`config.mk`:
```
export PLATFORM = sky130hd
export DESIGN_NAME = ps2_host_tx
export DESIGN_NICKNAME = d
export VERILOG_FILES = /design/src/rtl/ps2_host_tx.sv
export SDC_FILE = /design/constraint.sdc
export NUM_CORES = 1
export LEC_CHECK = 0
export ABC_AREA = 1
export CAP_MARGIN = 15
export CORE_MARGIN = 2
export CORE_UTILIZATION = 25
export CTS_CLUSTER_DIAMETER = 60
export DETAILED_ROUTE_END_ITERATION = 8
export GPL_TIMING_DRIVEN = 0
export PLACE_DENSITY_LB_ADDON = 0.12
export SYNTH_ARGS = -nofsm -noshare
export SYNTH_HDL_FRONTEND = slang
export SYNTH_SLANG_ARGS = --single-unit
```
`constraint.sdc`:
```
create_clock -name clk -period 1.7 [get_ports clk]
set_input_delay 0.34 -clock clk [delete_from_list [all_inputs] [get_ports clk]]
set_output_delay 0.34 -clock clk [all_outputs]
set_load 0.005 [all_outputs]
```
`src/rtl/ps2_host_tx.sv`:
```
// ps2_host_tx: PS/2 host-to-device transmitter (request-to-send, device-clocked shift-out, ACK check)
module ps2_host_tx #(
    parameter int INHIBIT_CYCLES = 12000,
    parameter int TIMEOUT_CYCLES = 2000000,
    parameter int FILTER_LEN     = 8
) (
    input  logic       clk,
    input  logic       btnC,
    input  logic [7:0] tx_data,
    input  logic       tx_valid,
    output logic       tx_ready,
    output logic       busy,
    output logic       tx_done,
    output logic       tx_error,
    input  logic       PS2Clk_in,
    input  logic       data_in,
    output logic       PS2Clk_drive_low,
    output logic       data_drive_low
);
    typedef enum logic [2:0] {IDLE, INHIBIT, START, SEND, ACK, WAIT_IDLE, DONE, ERR} state_t;
    localparam int CW = $clog2(INHIBIT_CYCLES + 1);
    localparam int TW = $clog2(TIMEOUT_CYCLES + 1);
    localparam int FW = $clog2(FILTER_LEN + 1);
    state_t state, state_n;
    logic [1:0] s1, s2, filt;
    logic [FW-1:0] fcnt [2];
    logic clk_fd, clk_fall, timeout, data_low;
    logic [10:0] frame;
    logic [3:0] bitcnt;
    logic [CW-1:0] count;
    logic [TW-1:0] timer;
    assign clk_fall = clk_fd & ~filt[0];
    assign timeout = timer == TW'(TIMEOUT_CYCLES);
    // bit 0 carries PS2Clk, bit 1 carries data; lines idle high
    always_ff @(posedge clk) begin
        if (!btnC) begin
            s1 <= '1;
            s2 <= '1;
            filt <= '1;
            fcnt <= '{default: '0};
            clk_fd <= 1'b1;
        end else begin
            s1 <= {data_in, PS2Clk_in};
            s2 <= s1;
            clk_fd <= filt[0];
            for (int i = 0; i < 2; i++) begin
                if (s2[i] == filt[i]) fcnt[i] <= '0;
                else if (fcnt[i] == FW'(FILTER_LEN - 1)) begin
                    filt[i] <= s2[i];
                    fcnt[i] <= '0;
                end else fcnt[i] <= fcnt[i] + FW'(1);
            end
        end
    end
    always_ff @(posedge clk) begin
        if (!btnC) begin
            state <= IDLE;
            frame <= '0;
            bitcnt <= '0;
            count <= '0;
            timer <= '0;
            data_low <= 1'b0;
        end else begin
            state <= state_n;
            count <= (state == INHIBIT) ? count + CW'(1) : '0;
            timer <= (clk_fall || !(state inside {SEND, ACK, WAIT_IDLE})) ? '0 : timer + TW'(1);
            if (state == IDLE && tx_valid) frame <= {1'b1, ~^tx_data, tx_data, 1'b0};
            if (state == START) begin
                bitcnt <= 4'd1;
                data_low <= 1'b1;
            end else if (state == SEND && clk_fall) begin
                data_low <= ~frame[bitcnt];
                bitcnt <= bitcnt + 4'd1;
            end else if (state != SEND) data_low <= 1'b0;
        end
    end
    // a device clk_fall during INHIBIT/START is deliberately ignored: host inhibit wins
    always_comb begin
        state_n = state;
        case (state)
            IDLE:      state_n = tx_valid ? INHIBIT : IDLE;
            INHIBIT:   state_n = (count == CW'(INHIBIT_CYCLES - 1)) ? START : INHIBIT;
            START:     state_n = SEND;
            SEND:      state_n = timeout ? ERR : (clk_fall && bitcnt == 4'd10) ? ACK : SEND;
            ACK:       state_n = timeout ? ERR : clk_fall ? (filt[1] ? ERR : WAIT_IDLE) : ACK;
            WAIT_IDLE: state_n = timeout ? ERR : (filt == 2'b11) ? DONE : WAIT_IDLE;
            default:   state_n = IDLE;
        endcase
        tx_ready = state == IDLE;
        busy = state != IDLE;
        tx_done = state == DONE;
        tx_error = state == ERR;
        PS2Clk_drive_low = state inside {INHIBIT, START};
        data_drive_low = (state == START) || (state == SEND && data_low);
    end
endmodule

```
# Yosys cells after proc, flatten, opt, wreduce, memory -nomap -nowiden
# Index checks and enable logic that the tools add are counted.
word_totals:
  ff_bits: 68
  latchBits: 0
  ramBits: 0
  romBits: 0
  input_bits: 13
  out_inout_bits: 6
  elab_cells: 80
  n_memories: 0
classes:
  n_addsub: 5
  multipliers: 0
  n_div: 0
  order_cmp: 1
  n_eq_ne: 16
  shifts: 0
  n_mux: 17
  n_bitwise: 6
  reduce_logical: 21
ops:
  columns: ["operator", "n"]
  rows:
  - ["adder 21 x 1 -> 21 bit, second input constant", 1]
  - ["equality test 21 bit, second input constant", 1]
  - ["case mux 3 bit (6 select lines)", 1]
  - ["adder 14 x 1 -> 14 bit, second input constant", 1]
  - ["equality test 14 bit, second input constant", 1]
  - ["adder 4 x 1 -> 4 bit, second input constant", 3]
  - ["equality test 3 bit, second input constant", 4]
  - ["two-way mux 2 bit", 6]
  - ["nonzero test 3 bit", 3]
  - ["equality test 4 x 3 -> 1 bit, second input constant", 2]
  - ["XNOR reduction 8 bit", 1]
  - ["two-way mux 1 bit", 7]
  - ["equality test 3 x 2 -> 1 bit, second input constant", 2]
  - ["two-way mux 3 bit", 2]
  - ["AND reduction 2 bit", 3]
  - ["OR reduction 3 bit", 2]
  - ["less-than comparator 4 x 5 -> 1 bit, second input constant", 1]
  - ["NOT 1 bit", 5]
  - ["binary-select mux 1 bit (select 4 bit)", 1]
  - ["equality test 4 bit, second input constant", 1]
  - ["logical AND 1 bit", 4]
  - ["nonzero test 2 bit", 2]
  - ["OR reduction 2 bit", 2]
  - ["equality test 3 x 1 -> 1 bit, second input constant", 1]
  - ["other kinds (7)", 9]

# Logic depth before layout (Yosys ltp)
# Gate-level depths: netlist (run 1).
depth:
  depth_word: 6
  ltp_mapped: 12
  ltp_nobuf: 12

# Least setup slack after synthesis (run 1)
# Ideal clock, no wire load.
synth_path:
  kind: "reg-to-reg"
  start: "register timer[0]"
  end: "register timer[16]"
  setup_ns: 0.117
  arrival_ns: 1.303
  t_required_ns: 1.583
  slack_ns: 0.280
  stages_incl_launch_ff: 11
  n_path_buf: 0
  synth_period_minus_slack_ns: 1.420
  path_cell_list: "dfxtp_1 -> ha_1 -> nand2_2 -> nor2_4 -> inv_2 -> nor2_4 -> nand2_2 -> nor2_1 -> nand3_1 -> o21ai_1 -> nor2_1"
synth_between:
  elab_chain_cells: 1
synth_rtl:
  columns: ["item", "line_no", "source"]
  rows:
  - ["start, declared", "31", "logic [TW-1:0] timer;"]
  - ["start signal, assigned", "66", "timer <= (clk_fall || !(state inside {SEND, ACK, WAIT_IDLE})) ? '0 : timer + TW'(1);"]
  - ["adder 21 x 1 -> 21 bit", "66", null]
# Every way passes these cells.
# A chain may end at the register's enable or synchronous reset.

# Worst setup path after layout (run 1)
layout_path:
  start: "register state[0]"
  end: "output port tx_ready"
layout_between:
  elab_chain_cells: 1
layout_rtl:
  columns: ["item", "line_no", "source"]
  rows:
  - ["start, declared", "24", "state_t state, state_n;"]
  - ["start signal, assigned", "64", "state <= state_n;"]
  - ["logical NOT 3 bit", "89", "tx_ready = state == IDLE;"]
  - ["end, declared", "11", "output logic tx_ready,"]
# Every way passes these cells.

==> results of run 1 <==
## synthesized netlist by cell type (6+ instances only)
library cell   n  area share
nand2_1       84       0.094
dfxtp_1       68        0.41
nor2_1        62       0.069
inv_1         59       0.066
a21oi_1       36       0.054
nand3_1       28       0.042
o21ai_0       19       0.028
nand4_1       11       0.021
nor3_1         9       0.013
ha_1           7       0.026
inv_2          7      0.0078
nor2_4         7       0.024
xnor2_1        7       0.018
nand2_2        6       0.011
xor2_1         6       0.016
## repair_timing
item	4_1_cts	5_1_grt
gates resized for setup	19	12
gates cloned	0	0
hold buffers	0	0
setup buffers	6	5
setup endpoints to repair	6	14
pin swaps	1	2
## worst reg2reg max path, delay by kind of cell (launching register included)
| kind | cells | cell delay (ps) |
|---|---|---|
| buffers and inverters | 1 | 60 |
| AND/OR/NAND/NOR | 8 | 790 |
| adder cells (fa/ha/maj) | 1 | 190 |
| flip-flops | 1 | 360 |
## power groups by stage
stage                     registers [mW]  clock network, mW  logic [mW]
after CTS                           1.64               1.87       0.193
after global placement              1.68                  0       0.184
after floorplan                     1.67                  0       0.110
after global routing                1.64               1.93       0.220
final                               1.64               1.80       0.194
after detailed placement            1.68                  0       0.184
## area by class of cell
class / count / area [µm²]
plain buffers: 4 / 26.28
fillers: 1432 / 9039
inverters: 67 / 251.5
flip-flops and latches: 68 / 1375
clock inverters: 2 / 37.54
repair buffers: 29 / 259.0
well taps: 176 / 220.2
clock buffers: 11 / 242.7
multi-input cells: 319 / 1739
## cell usage in the layout (no fill, tap or decap), types with 9 or more instances in the layout
cell type        instances
nand2_1                 83
nand4_1                 11
buf_4                   11
dfxtp_1                 63
clkbuf_16                9
o21ai_0                 19
nor2_1                  57
a21oi_1                 36
nand3_1                 27
inv_1                   59
clkdlybuf4s50_1         11
## flip-flops by register name, summed over array words and instances (netlist names)
signal    flops
state         3
count        14
filt          2
bitcnt        4
clk_fd        1
s2            2
fcnt          8
frame        10
timer        21
data_low      1
s1            2
## cells by family (layout without fill, tap and decap cells)
| kind of cell | count (synthesis) | count (layout) | synth area share |
|---|---|---|---|
| flip-flops | 68 | 68 | 0.4063 |
| buffers and inverters | 72 | 113 | 0.08439 |
| AND/OR/NAND/NOR | 232 | 232 | 0.3435 |
| XOR/XNOR | 13 | 13 | 0.03398 |
| adder cells (fa/ha/maj) | 7 | 7 | 0.02614 |
| AO/OA/AOI/OAI | 67 | 67 | 0.1057 |
## through the flow
| step | worst slack [ps] | power [mW] | TNS [ps] |
|---|---|---|---|
| global placement | -321.3 | 1.860 | -5181 |
| floorplan | 280.2 | 1.781 | 0 |
| finish | 52.96 | 3.635 | 0 |
| detailed placement | -306.7 | 1.860 | -5312 |
| CTS | 9.622 | 3.702 | 0 |
| global route | -22.16 | 3.791 | -22.16 |
## final timing paths
| path | cells after the start | slack (ps) | endpoint |
|---|---|---|---|
| worst min-delay path | 1 | 410 | s2[0] |
| worst min register to register | 1 | 410 | s2[0] |
| worst max register to register | 10 | 170 | timer[14] |
| worst max-delay path | 5 | 50 | tx_ready |
## metal layers
layer	vias to the layer above	global-route usage
li1	1558	-
met1	1282	0.1563
met3	9	0.03850
met2	29	0.1657
met4	0	0.03750
met5	-	0
==> flow_summary_export.csv, run 1 <==
group,metric,value,unit
sta,finalCritPeriodShare,0.9688,
power_and_ir_drop,p_sw_frac,0.2115,
floorplan,ioPinCount,19,
critical_path,endpoint_kind,"primary output",
route,vias,2878,
sta,rsz0062_at_grt,"yes",
clock_network,cts_htree_levels,3,
critical_path,arrival,1310,ps
clock_network,numCtsBuffers,9,
power_and_ir_drop,vdd_drop_max,0.4959,mV
logic_synthesis,synth.distinct_cells,38,
floorplan,dieWidth,119.8,µm
floorplan,die_area,14340,µm²
logic_synthesis,synth.yosys.seq_area_share,0.4063,
placement,gp_congestion,0.7460,
critical_path,path_class,"reg -> out",
floorplan,start_util,0.2540,
critical_path,crit_family,"buffers and inverters",
logic_synthesis,synth_edf_count,0,
clock_network,root_buffer,"clkbuf_16",
placement,dp_hpwl,5648,µm
route,firstDrtPassIters,4,
clock_network,cts_tree,"yes",
logic_synthesis,ys_async_sr_fraction,0,
power_and_ir_drop,leakagePower,1.517,nW
clock_network,clock_sinks,68,
global_routing,grt_usage,0.1135,
floorplan,core_area,13190,µm²
logic_synthesis,ys_seq_elements,68,
sta,slew_headroom,0.6808,
power_and_ir_drop,switching_power,768.8,µW
sta,slew_violations,0,
power_and_ir_drop,p_per_area,875.6,nW/µm²
clock_network,clkTransAtPathRegs,50,ps
sta,period_needed,1647,ps
critical_path,timing.rr.start,"timer[0]",
logic_synthesis,syn-cell-area,3351,µm²
clock_network,clock_latency,330,ps
global_routing,first_global_vias,2687,
route,met3_length,279,µm
clock_network,cts.path.max_buffers,2,
power_and_ir_drop,seq_power_share,0.450,
global_routing,grt_start_max_net_pins,11,
sta,skew,6.300,ps
cells_and_area,diodes,0,
logic_synthesis,synthCells,459,
global_routing,grt-ovfl-total,0,
power_and_ir_drop,p_int,2.866,mW
cells_and_area,drive_gt1_frac,0.1600,
flow_run,max_cap_viol_count,0,
logic_synthesis,synthFlopType,"dfxtp_1",
sta,max_freq,607.2,MHz
cells_and_area,design_area,4151,µm²
critical_path,crit_buf_inv,3,
route,drt-total-wl,7591,µm
route,vias_per_cell,4.257,
critical_path,cp.required,1360,ps
logic_synthesis,yosys_warnings,0,
route,ant_nets,0,
critical_path,crit_start,"state[0]",
sta,hold_ws,409.5,ps
route,drt_iter0_markers,114,
critical_path,crit_chain,"buf_4, nor2_4, nand2_2, inv_1, dlygate4sd2_1",
global_routing,antenna_found_initial,0,
global_routing,grt_pass1_wl,12900,µm
sta,hold_violations,0,
power_and_ir_drop,p_comb_frac,0.053,
sta,tightest_slew,478.8,ps
floorplan,fp.dieH,119.8,µm
cells_and_area,post-route-util,0.3147,
route,routedWlPerCell,11.23,µm
logic_synthesis,syn_nets,479,
critical_path,crit_fanout,4,
route,top_layer,"met4",
cells_and_area,syn_to_final_growth,23.90,%
placement,io_buffers,18,
cells_and_area,final_nets,518,
cells_and_area,layoutNonFillerInstCount,676,
route,drc,0,
power_and_ir_drop,clkPwrFrac,0.496,
logic_synthesis,syn_avg_cell_area,7.300,µm²
route,wl_met2,3245,µm
placement,place_area,3751,µm²
placement,place_inst,653,
critical_path,crit_slowest_cell,"dfxtp_4",
min_path,hold_path.class,"reg -> reg",
floorplan,placementRows,42,
critical_path,critPathLaunchType,"flop",
route,wl_met1,3957,µm
min_path,hold_start,"s1[0]",
run_status,status,"complete, no violations",
sta,finalSetupViolations,0,
critical_path,max_stage_delay,360,ps
(Power assumes the default switching activity.)
==> inputs of run 2 (changes only) <==
--- a/config.mk
+++ b/config.mk
@@ -5,7 +5,6 @@
 export SDC_FILE = /design/constraint.sdc
 export NUM_CORES = 1
 export LEC_CHECK = 0
-export ABC_AREA = 1
 export CAP_MARGIN = 15
 export CORE_MARGIN = 2
 export CORE_UTILIZATION = 25
==> run 2 against run 1 <==
Compared with the run above: the flow now finishes with violations (setup timing); critical path depth did not move; die area is 4.5% lower; via count is 12% lower; sequential power hardly changed; global-route usage grew 0.16 points; first-iteration DRC count down 1.8%; worst setup slack got worse by 64 ps; clock power down 8%; clock-buffer cell count up 1; clock skew grew 1.1 ps; synthesized area fell by 4.7%; critical path type unchanged; largest cell class unchanged.
==> flow_summary_export.csv, run 2 <==
group,metric,value,unit
power_and_ir_drop,p_per_area,887.3,nW/µm²
clock_network,clock_sinks,68,
logic_synthesis,syn_avg_cell_area,8.677,µm²
logic_synthesis,synth.distinct_cells,46,
cells_and_area,largest_registers,"timer: 21 flops, count: 14 flops, frame: 10 flops",
critical_path,worst_r2r_path_depth,6,
floorplan,placementRows,41,
route,routedWlPerCell,12.26,µm
power_and_ir_drop,power,3.525,mW
logic_synthesis,ys_async_sr_fraction,0,
clock_network,cts_tree,"yes",
critical_path,crit_fanout,8,
sta,period_needed,1712,ps
logic_synthesis,syn-cell-area,3193,µm²
clock_network,clock_latency,330,ps
floorplan,fp.dieH,117.0,µm
min_path,hold_end,"s2[1]",
critical_path,arrival,1370,ps
critical_path,rr_endpoint,"state[0]",
logic_synthesis,synthCells,368,
placement,io_buffers,18,
route,drc,0,
floorplan,start_util,0.2541,
logic_synthesis,synth.yosys.seq_area_share,0.4263,
sta,tightest_slew,707.8,ps
logic_synthesis,synth_top_area_share,0.4263,
clock_network,hold_buffers,0,
global_routing,grt_pass1_wl,12060,µm
cells_and_area,syn_to_final_growth,24.41,%
logic_synthesis,synth_edf_count,0,
power_and_ir_drop,leakagePower,1.458,nW
floorplan,core_area,12570,µm²
floorplan,dieWidth,117.0,µm
min_path,holdPathStages,1,
cells_and_area,diodes,0,
logic_synthesis,ys_seq_elements,68,
clock_network,clkTransAtPathRegs,60,ps
critical_path,path_class,"reg -> out",
clock_network,cts.path.max_buffers,2,
logic_synthesis,syn_nets,388,
cells_and_area,final_nets,421,
floorplan,ioPinCount,19,
global_routing,grt_start_max_net_pins,11,
critical_path,crit_slowest_cell,"or3_4",
sta,slew_violations,0,
logic_synthesis,synthTopCellsByCount,"dfxtp_1, nor2_1, nand2_1",
run_status,violations,"setup timing",
sta,max_freq,584.3,MHz
cells_and_area,nFillCells,1345,
logic_synthesis,yosysMostFrequentCell,"dfxtp_1",
cells_and_area,final_common_cell,"dfxtp_1",
sta,finalCritPeriodShare,1.007,
cells_and_area,largest_register,"timer",
min_path,hold_path.class,"reg -> reg",
sta,layout_setup_ws,-11.51,ps
route,firstDrtPassIters,4,
logic_synthesis,synthFlopType,"dfxtp_1",
sta,slew_headroom,0.5256,
sta,hold_violations,0,
route,ant_nets,0,
route,vias,2545,
power_and_ir_drop,vdd_drop_max,0.6952,mV
sta,finalSetupViolations,1,
critical_path,timing.rr.start,"count[0]",
critical_path,ff2ff_setup_slack,110,ps
sta,skew,7.385,ps
critical_path,crit_chain,"buf_6, buf_8, or3_4, inv_2, buf_2",
sta,setup_tns,-11.51,ps
global_routing,first_global_vias,2514,
global_routing,antenna_found_initial,0,
critical_path,critPathLaunchType,"flop",
sta,rsz0062_at_grt,"yes",
route,drt-total-wl,7061,µm
placement,gp_congestion,0.7616,
logic_synthesis,synthTopCellsByArea,"dfxtp_1, xor2_1, nor2_1, xnor2_1, nand2_1",
cells_and_area,drive_gt1_frac,0.1436,
run_status,status,"complete, but fails checks",
min_path,hold_start,"s1[1]",
placement,dp_hpwl,4985,µm
logic_synthesis,synth_top_area_cell,"dfxtp_1",
global_routing,grt-ovfl-total,0,
clock_network,root_buffer,"clkbuf_16",
floorplan,die_area,13690,µm²
cells_and_area,layoutNonFillerInstCount,576,
logic_synthesis,yosys_warnings,0,
clock_network,numCtsBuffers,9,
critical_path,max_stage_delay,340,ps
critical_path,endpoint_kind,"primary output",
route,drt_iter0_markers,112,
cells_and_area,largest_reg_flops,21,
critical_path,cp.required,1360,ps
flow_run,max_cap_viol_count,0,
cells_and_area,most-common-layout-cells,"dfxtp_1, nor2_1, nand2_1",
global_routing,grt_usage,0.1151,
route,vias_per_cell,4.418,
clock_network,cts_htree_levels,3,
placement,place_inst,558,
[run 2: changes by cell type after synthesis, moves of 8 or more]
cell	delta
inv_1	-49
xnor2_1	+11
xor2_1	+20
nand2b_1	+10
o21ai_0	-14
nand2_1	-46
a21boi_0	+8
nor2_1	-12
a21oi_1	-21
and3_1	+10
[run 2: area by class of cell]
cell class	instances	area (µm²)	share of cell area
Multi-Input combinational cell	277	1789	0.4504
Clock buffer	12	246.5	0.06205
Timing Repair Buffer	23	205.2	0.05165
Buffer	12	90.09	0.02268
Clock inverter	2	12.51	0.003150
Inverter	10	37.54	0.009449
Tap cell	172	215.2	0.05417
Sequential cell	68	1376	0.3465
[run 2: where the power goes]
part	leakage (nW)	internal (mW)	switching, mW
Sequential	0.555	1.62	0.0152
Combinational	0.778	0.119	0.110
Clock	0.125	1.01	0.653
Total	1.46	2.75	0.778
[run 2: metrics by stage]
stage | util | hold WS [ps] | instance area (µm²) | setup WS [ps]
floorplan | - | 386.3 | 3193 | 168.0
global route | 0.3161 | 423.6 | 3973 | -59.57
global placement | 0.2855 | 390.7 | 3588 | -509.0
CTS | 0.3098 | 405.1 | 3894 | -43.08
finish | 0.3161 | 404.6 | 3973 | -11.51
detailed placement | 0.2855 | 396.4 | 3588 | -512.4
[run 2: cell families after synthesis]
logic type	count (synthesis)	share of synthesized area
compound gates	38	0.07524
xor+xnor	44	0.1207
fa+ha+maj	7	0.02743
buf+inv	23	0.03056
flops	68	0.4263
mux	5	0.01998
simple gates	183	0.2998
[run 2: how the worst max path moves through the flow]
| stage | slack [ps] | endpoint | from | depth (start not counted) |
|---|---|---|---|---|
| after floorplan | 170 | timer[18] | timer[0] | 6 |
| after global placement | -510 | bitcnt[0] | btnC | 5 |
| after detailed placement | -510 | bitcnt[0] | btnC | 5 |
| after CTS | -40 | tx_ready | state[0] | 5 |
| after global routing | -60 | tx_ready | state[0] | 5 |
| final | -10 | tx_ready | state[0] | 5 |
[run 2: repair_timing]
action / 4_1_cts / 5_1_grt
pin swaps: 2 / 4
resized for setup: 34 / 20
setup endpoints to repair: 24 / 29
setup buffers: 2 / 3
endpoints found under the hold margin: 0 / 0
[run 2: metal layers]
metal  global-route usage  share of wire  up-vias
li1                     -              -     1310
met3              0.05098          0.044        6
met2               0.1827           0.45       32
met1               0.1429           0.49     1197
met4              0.03059          0.011        0
met5                    0              0        -
[run 2: worst max-delay path, delay by kind of cell (launching register included)]
kind                   cells  cell delay (ps)
flip-flops                 1              320
buffers and inverters      4              380
AND/OR/NAND/NOR            1              340
==> inputs of run 3 (changes only) <==
--- a/config.mk
+++ b/config.mk
@@ -11,7 +11,9 @@
 export CTS_CLUSTER_DIAMETER = 60
 export DETAILED_ROUTE_END_ITERATION = 8
 export GPL_TIMING_DRIVEN = 0
+export MAX_ROUTING_LAYER = met4
 export PLACE_DENSITY_LB_ADDON = 0.12
+export SLEW_MARGIN = 20
 export SYNTH_ARGS = -nofsm -noshare
 export SYNTH_HDL_FRONTEND = slang
 export SYNTH_SLANG_ARGS = --single-unit
==> run 3 against run 2 <==
Compared with the run above: the flow still finishes with violations (setup timing); register-to-register slack about the same; total power decreased by 0.16%; clock-buffer cell count unchanged; worst hold slack about the same; clock power about the same; non-clock buffer count unchanged; clock skew about the same; die area unchanged; utilization about the same; cell count unchanged; highest routed layer unchanged.
==> flow_summary_export.csv, run 3 (same netlist as run 2, synthesis figures left out) <==
group,metric,value,unit
global_routing,first_global_vias,2516,
sta,max_freq,585.6,MHz
cells_and_area,largest_registers,"timer: 21 flops, count: 14 flops, frame: 10 flops",
clock_network,numCtsBuffers,9,
critical_path,ff2ff_setup_slack,110,ps
floorplan,core_area,12570,µm²
sta,hold_violations,0,
critical_path,cp.required,1360,ps
critical_path,path_class,"reg -> out",
critical_path,critical_path.endpoint,"tx_ready",
route,drt-total-wl,7069,µm
cells_and_area,syn_to_final_growth,24.29,%
sta,rsz0062_at_grt,"yes",
sta,layout_setup_ws,-7.605,ps
floorplan,start_util,0.2541,
critical_path,crit_start,"state[0]",
sta,slew_violations,0,
power_and_ir_drop,clkPwrFrac,0.471,
placement,dp_hpwl,4985,µm
cells_and_area,design_area,3969,µm²
critical_path,crit_chain,"buf_6, buf_8, or3_4, inv_2, buf_2",
critical_path,crit_slowest_cell,"or3_4",
route,drc,0,
floorplan,die_area,13690,µm²
placement,io_buffers,18,
power_and_ir_drop,vdd_drop_max,0.6787,mV
placement,gp_congestion,0.7716,
critical_path,rr_endpoint,"state[1]",
clock_network,clock_latency,330,ps
placement,post-place-ws,-512.4,ps
cells_and_area,most-common-layout-cells,"dfxtp_1, nor2_1, nand2_1",
route,drt_iter0_markers,127,
cells_and_area,drive_gt1_frac,0.1436,
run_status,status,"complete, but fails checks",
cells_and_area,largest_register,"timer",
critical_path,crit_fanout,8,
route,firstDrtPassIters,4,
global_routing,grt_start_max_net_pins,11,
min_path,hold_path.class,"reg -> reg",
global_routing,grt_pass1_wl,12050,µm
critical_path,critPathLaunchType,"flop",
clock_network,root_buffer,"clkbuf_16",
clock_network,cts_tree,"yes",
global_routing,grt-ovfl-total,0,
cells_and_area,largest_reg_flops,21,
power_and_ir_drop,p_per_area,886.7,nW/µm²
power_and_ir_drop,p_sw_frac,0.2201,
floorplan,dieWidth,117.0,µm
cells_and_area,nFillCells,1346,
floorplan,placementRows,41,
sta,tightest_slew,707.7,ps
placement,place_area,3588,µm²
clock_network,cts.path.max_buffers,2,
critical_path,endpoint_kind,"primary output",
power_and_ir_drop,switching_power,774.6,µW
floorplan,fp.dieH,117.0,µm
critical_path,worst_r2r_path_depth,5,
critical_path,arrival,1370,ps
sta,skew,7.215,ps
route,ant_nets,0,
sta,slew_headroom,0.5256,
sta,setup_tns,-7.605,ps
critical_path,worstSetupPathDepth,5,
critical_path,max_stage_delay,340,ps
route,routedWlPerCell,12.27,µm
global_routing,grt_usage,0.1182,
power_and_ir_drop,seq_power_share,0.465,
placement,place_inst,558,
route,vias,2558,
critical_path,timing.rr.start,"timer[16]",
route,vias_per_cell,4.441,
clock_network,cts_htree_levels,3,
sta,finalCritPeriodShare,1.004,
cells_and_area,final_nets,421,
critical_path,crit_family,"buffers and inverters",
sta,period_needed,1708,ps
power_and_ir_drop,leakagePower,1.455,nW
flow_run,max_cap_viol_count,0,
power_and_ir_drop,p_int,2.745,mW
cells_and_area,layoutNonFillerInstCount,576,
global_routing,antenna_found_initial,0,
cells_and_area,final_common_cell,"dfxtp_1",
run_status,violations,"setup timing",
sta,finalSetupViolations,1,
floorplan,ioPinCount,19,
power_and_ir_drop,p_comb_frac,0.064,
critical_path,crit_buf_inv,4,
clock_network,clkTransAtPathRegs,60,ps
clock_network,clock_sinks,68,
cells_and_area,diodes,0,
[run 3: cell count changes in the layout (fill, tap and decap cells not counted)]
cell | before | now
buf_4 | 4 | 7
clkbuf_4 | 2 | 0
nand2_1 | 37 | 38
nor2_2 | 6 | 7
nand2_2 | 1 | 0
nor2_1 | 48 | 47
buf_6 | 5 | 4
[run 3: routing by layer]
metal / vias up / GRT usage / wire length, µm
li1: 1312 / - / -
met1: 1208 / 0.1433 / 3491
met2: 34 / 0.1827 / 3233
met3: 4 / 0.04737 / 289
met4: 0 / 0.03294 / 55
met5: - / - / 0
[run 3: final cells by class]
cell class,count,area (µm²),share of cell area
multi-input cells,277,1789,0.4508
flip-flops and latches,68,1376,0.3468
clock buffers,12,246.5,0.06211
well taps,172,215.2,0.05422
repair buffers,23,201.4,0.05076
plain buffers,12,90.09,0.02270
inverters,10,37.54,0.009458
clock inverters,2,12.51,0.003153
[run 3: what timing repair did]
action / 4_1_cts / 5_1_grt
buffers inserted: 2 / 3
pin swaps: 2 / 3
resized for setup: 34 / 21
setup endpoints to repair: 24 / 29
hold buffers: 0 / 0
[run 3: power groups by stage]
stage               logic [mW]  clock network [mW]  registers [mW]
floorplan                0.124                   0            1.67
global placement         0.207                   0            1.67
detailed placement       0.210                   0            1.67
CTS                      0.225                1.73            1.64
global route             0.250                1.80            1.64
finish                   0.227                1.66            1.64
[run 3: worst register-to-register path: cells and delay by family (launching register included)]
family          cells  cell delay (ps)
flops               1              330
compound gates      2              330
simple gates        3              860
[run 3: worst min-delay path by stage]
stage                     start     to  slack (ps)  cells after the start
after detailed placement  s1[1]  s2[1]         400                      1
after CTS                 s1[0]  s2[0]         410                      1
final                     s1[1]  s2[1]         400                      1
after floorplan           s1[0]  s2[0]         390                      1
after global placement    s1[1]  s2[1]         390                      1
after global routing      s1[1]  s2[1]         420                      1
[run 3: per-stage QoR]
step	hold WS, ps	utilization	total power, mW
floorplan	386.3	-	1.792
global placement	390.7	0.2855	1.879
detailed placement	396.4	0.2855	1.883
CTS	405.1	0.3098	3.589
global route	423.6	0.3158	3.684
finish	404.5	0.3158	3.519
